**src/rtl/oddr_pkg.sv**
```systemverilog
// Shared definitions for the DDR transmit path: FSM state encoding and a
// constant-width helper used to size the pair counter.
package oddr_pkg;

    typedef enum logic {
        ST_IDLE  = 1'b0,
        ST_SHIFT = 1'b1
    } state_e;

    function automatic int clog2(input int value);
        int r;
        r = 0;
        for (int i = 0; i < 32; i++) begin
            if ((1 << r) < value) r = r + 1;
        end
        return r;
    endfunction

endpackage

```
**src/rtl/oddr_cell.sv**
```systemverilog
// DDR output cell: posedge-captured rise/fall bits, fall bit re-timed on the
// negedge, and a clock-selected mux so the pin only changes at clock edges.
module oddr_cell (
    input  logic clk,
    input  logic rst_n,
    input  logic d_r,
    input  logic d_f,
    input  logic en,
    input  logic idle_val,
    output logic q
);

    logic r_d, f_d;
    logic r_q, f_q, fn_q;

    assign r_d = en ? d_r : idle_val;
    assign f_d = en ? d_f : idle_val;

    always_ff @(posedge clk or negedge rst_n) begin
        if (!rst_n) begin
            r_q <= idle_val;
            f_q <= idle_val;
        end else begin
            r_q <= r_d;
            f_q <= f_d;
        end
    end

    // Holding the fall bit until the negedge keeps it off the pin during the high phase.
    always_ff @(negedge clk or negedge rst_n) begin
        if (!rst_n) fn_q <= idle_val;
        else        fn_q <= f_q;
    end

    assign q = clk ? r_q : fn_q;

endmodule

```
**src/rtl/oddr_ctrl.sv**
```systemverilog
// DDR transmit controller: valid/ready word input, MSB-first serialization at
// two bits per clock. Optional forwarded clock output under ODDR_CTRL_FWD_CLK_EN.
module oddr_ctrl
    import oddr_pkg::*;
#(
    parameter int   DATA_W   = 8,
    parameter logic IDLE_VAL = 1'b0
) (
    input  logic              clk,
    input  logic              rst_n,
    input  logic [DATA_W-1:0] din,
    input  logic              din_vld,
    output logic              din_rdy,
    output logic              dout,
    output logic              dout_en,
    output logic              busy
`ifdef ODDR_CTRL_FWD_CLK_EN
   ,output logic              clk_fwd
`endif
);

    localparam int PAIRS = DATA_W / 2;
    localparam int CNT_W = (clog2(PAIRS) < 1) ? 1 : clog2(PAIRS);
    localparam logic [CNT_W-1:0] CNT_LAST = CNT_W'(PAIRS - 1);

    state_e              state_q, state_d;
    logic [DATA_W-1:0]   shreg_q, shreg_d;
    logic [CNT_W-1:0]    cnt_q, cnt_d;
    logic                rdy_en_q;
    logic                dout_en_q;
    logic                hs;

    assign hs = din_vld & din_rdy;

    always_ff @(posedge clk or negedge rst_n) begin
        if (!rst_n) state_q <= ST_IDLE;
        else        state_q <= state_d;
    end

    // A handshake on the last pair reloads instead of returning to IDLE.
    always_comb begin
        state_d = state_q;
        case (state_q)
            ST_IDLE:  if (hs) state_d = ST_SHIFT;
            ST_SHIFT: if ((cnt_q == '0) && !hs) state_d = ST_IDLE;
            default:  state_d = ST_IDLE;
        endcase
    end

    always_comb begin
        busy    = (state_q == ST_SHIFT);
        din_rdy = rdy_en_q & ((state_q == ST_IDLE) | ((state_q == ST_SHIFT) & (cnt_q == '0)));
    end

    always_comb begin
        shreg_d = shreg_q;
        cnt_d   = cnt_q;
        if (hs) begin
            shreg_d = din;
            cnt_d   = CNT_LAST;
        end else if (state_q == ST_SHIFT) begin
            shreg_d = shreg_q << 2;
            if (cnt_q != '0) cnt_d = cnt_q - 1'b1;
        end
    end

    always_ff @(posedge clk or negedge rst_n) begin
        if (!rst_n) begin
            shreg_q   <= '0;
            cnt_q     <= '0;
            rdy_en_q  <= 1'b0;
            dout_en_q <= 1'b0;
        end else begin
            shreg_q   <= shreg_d;
            cnt_q     <= cnt_d;
            rdy_en_q  <= 1'b1;
            dout_en_q <= busy;
        end
    end

    assign dout_en = dout_en_q;

    oddr_cell u_data_cell (
        .clk      (clk),
        .rst_n    (rst_n),
        .d_r      (shreg_q[DATA_W-1]),
        .d_f      (shreg_q[DATA_W-2]),
        .en       (busy),
        .idle_val (IDLE_VAL),
        .q        (dout)
    );

`ifdef ODDR_CTRL_FWD_CLK_EN
    // Same enable as the data cell, so the forwarded clock is edge-aligned with dout.
    oddr_cell u_clk_cell (
        .clk      (clk),
        .rst_n    (rst_n),
        .d_r      (1'b1),
        .d_f      (1'b0),
        .en       (busy),
        .idle_val (1'b0),
        .q        (clk_fwd)
    );
`endif

endmodule

```
**config.mk**
```make
export PLATFORM = sky130hd
export DESIGN_NAME = oddr_ctrl
export DESIGN_NICKNAME = d
export VERILOG_FILES = /design/src/rtl/oddr_pkg.sv /design/src/rtl/oddr_cell.sv /design/src/rtl/oddr_ctrl.sv
export SDC_FILE = /design/constraint.sdc
export NUM_CORES = 1
export LEC_CHECK = 0
export ABC_AREA = 1
export BUFFER_PORTS_ARGS = -buffer_cell sky130_fd_sc_hd__buf_4
export CAP_MARGIN = 20
export CORE_MARGIN = 2
export CORE_UTILIZATION = 30
export DETAILED_ROUTE_END_ITERATION = 10
export MAX_ROUTING_LAYER = met4
export PLACE_DENSITY = 0.49
export SYNTH_ARGS = -nofsm -noshare
export SYNTH_HDL_FRONTEND = slang
export SYNTH_SLANG_ARGS = --single-unit
export TNS_END_PERCENT = 10
```
**constraint.sdc**
```tcl
create_clock -name clk -period 1.5 [get_ports clk]
set_input_delay 0.3 -clock clk [delete_from_list [all_inputs] [get_ports clk]]
set_output_delay 0.3 -clock clk [all_outputs]
set_load 0.005 [all_outputs]
```
==> results.md <==
- Syn. warnings: 0
- Post-Synth XOR/XNOR Area: 0%
- Total core area: 2500 sq um
- Synth unique cells: 17
- Tot GR Track Use: between 10% and 20%
- Largest family of logic cells by synthesized area: simple AND/OR/NAND/NOR gates
- CTS tree: yes
- Dominant cells by area after synthesis: dfrtp_1, nand2_1, inv_1
- Nets: 119
- Final WS setup: -674.2 ps
- Max-cap violation count: 0
- Final Core Density: between 30 and 40%
- Post-synthesis mux area share: between 1 and 1.5%
- Die X-Extent: approximately 55 um
- Crit path largest cell delay: about 330 ps
- Routed Wire Length: approximately 1500 um
- CP startpoint kind: flip-flop
- GPL Wtd Cong: between 0.6 and 0.7
- Number of global-route vias before repair: between 600 and 700
- Setup TNS: -952.5 ps
- Final hold vios: 0
- Routed Antenna Nets: 0
- Hold_ws: between 100 and 150 ps
- Required @ worst endpoint: approximately 1200 ps
- Worst-path cell chain: mux2_2, buf_6
- Area Growth Syn to Fin: 22.99%
- Flop2flop setup slack: between 200 and 250 ps
- Drt first pass iters: 4
- Pwr/cell area: 1811 nW/um^2
- Pleak: 0.0005550 uW
- Detailed placer's ending HPWL: approximately 1000 um
- Largest net degree at the start of global routing: 16
- Area leader, netlist: dfrtp_1
- CP max stage cell: dfrtn_1
- Crit path max fanout: 1
- Total number of vias: a little over 600
- DRC: 0
- Wire length per cell: 11.24 um
- Gate Count Post-Synth: between 80 and 90
- Vias per std cell: 4.493
- Netlist area before placement: 794.5 sq um
- Total gr overflow: 0
- Max Slew Vio Count: 0
- Setup crit end kind: output port
- Failing checks: setup timing
- Die Height: 55.46 um
- Status: complete, but fails checks
- Io pins: 15
- Unrepaired setup endpoints after global routing: true
- ANT cells: 0
- Worst EP arrival: 1870 ps
- Avg Synthesized Cell Area: 9.239 sq um
- Area of the die: just over 3000 sq um
- Clk Latency, worst-skew pair: 410 ps
- Initial drt markers: 17
- Adder-Cell Fraction of Synth Area: 1.575%
- # port buffers: 14
- Synth top area share: 47.24%
- Share of layout cells above drive strength 1: between 20% and 30%
- Worst Setup Path Type: flip-flop to output port
- Post-synthesis simple-gate area fraction: between 20% and 30%
- Row count: 18
- First-pass GRT wire length: 2615 um
- Register bit total from synthesis: 16
- # setup viols final: 2
- Clock slew seen by the registers of the worst setup and hold paths: 100 ps
- Worst hold path class: input port to flip-flop
- Post-synthesis compound-gate area fraction: about 6%
- Worst VDD drop: 711.7 uV
- Post-Syn Nets: 98
- Initial core utilization: 31.78%
- Worst Skew: approximately 10 ps
- Seq/Total Area, Yosys: 50.39%
- Initial antenna violation count: 0
[timing repair]
action                                  4_1_cts  5_1_grt
endpoints found under the hold margin        15        0
resized for setup                             1        1
setup buffers                                 0        0
hold buffers                                  1        0
endpoints found under the setup margin        2        3
[power breakdown]
part	leakage [uW]	switching (uW)	total, uW	internal [uW]
sequential	0.000203	83.4	687	604
clock	0.0000461	183	465	283
combinational	0.000306	357	617	260
total	0.000555	623	1770	1150
[sequential cells by signal, summed over array words and instances, names as in the netlist]
name / flops
shreg_q: 8
cnt_q: 2
busy: 1
dout_en: 1
rdy_en_q: 1
u_data_cell.f_q: 1
u_data_cell.fn_q: 1
u_data_cell.r_q: 1
[area by class of cell]
| cell class | count | area (sq um) |
|---|---|---|
| inverters | 15 | 56.30 |
| well taps | 30 | 37.54 |
| fillers | 266 | 1523 |
| repair buffers | 17 | 133.9 |
| flip-flops and latches | 16 | 400.4 |
| clock buffers | 8 | 70.07 |
| multi-input cells | 50 | 279.0 |
[cells in the final DEF (no fill, tap or decap)]
cell,n
clkbuf_8,1
dfrtn_1,1
nand2_4,1
nand2_1,28
clkbuf_4,6
inv_1,15
nand4_1,6
mux2_2,1
buf_4,15
ha_1,1
a21oi_4,1
o211ai_2,1
buf_6,2
conb_1,1
dfrtp_1,15
nand3_1,6
dlygate4sd3_1,1
nand3_4,1
o21ai_2,2
nor2_1,1
[metal layers]
metal / GRT usage, % / up-vias / share of wire [%]
met5: - / - / 0
met4: 8.711 / 0 / 0.98
met3: 8.431 / 3 / 6.0
met2: 17.69 / 15 / 46
met1: 11.84 / 284 / 47
li1: - / 309 / -
[worst max-delay path, delay by kind of cell (launching register included)]
kind / cells / cell delay [ps]
DFF: 1 / 330
buffers and inverters: 1 / 110
muxes: 1 / 270
[synthesized netlist by cell type]
cell	count
clkbuf_8	1
dfrtp_1	15
nand2_4	1
buf_6	4
o211ai_2	1
nor2_1	1
dfrtn_1	1
inv_1	15
ha_1	1
o21ai_2	2
nand4_1	6
nand3_1	6
conb_1	1
mux2_2	1
nand3_4	1
nand2_1	28
a21oi_4	1
[path summary, 6_finish.rpt]
| kind | from | to | cells after the start |
|---|---|---|---|
| worst max-delay path | u_data_cell.fn_q$_DFF_NN0_ | dout | 2 |
| worst min-delay path | din[0] | shreg_q[0]$_DFFE_PN0P_ | 3 |
| worst max register to register | cnt_q[0]$_DFFE_PN0P_ | shreg_q[3]$_DFFE_PN0P_ | 7 |
| worst min register to register | shreg_q[6]$_DFFE_PN0P_ | u_data_cell.f_q$_DFF_PN0_ | 2 |
| max in group asynchronous | rst_n | u_data_cell.fn_q$_DFF_NN0_ | 2 |
| min in group asynchronous | rst_n | shreg_q[3]$_DFFE_PN0P_ | 3 |
[stage by stage]
step / setup slack (ps) / cell area (sq um) / power [uW] / instances
2_1_floorplan: -108.6 / 794.5 / 1207 / 86
3_3_place_gp: -228.2 / 900.9 / 1338 / 128
3_5_place_dp: -235.0 / 900.9 / 1360 / 128
5_1_grt: -734.2 / 977.2 / 1944 / 136
6_report: -674.2 / 977.2 / 1769 / 136
4_1_cts: -685.3 / 973.4 / 1798 / 136
[cells by family after synthesis]
kind of cell | after synthesis
simple gates | 43
buf+inv | 20
flops | 16
compound gates | 4
mux | 1
fa+ha+maj | 1
other cells | 1
Note: power is estimated with default switching activity, not from simulation.
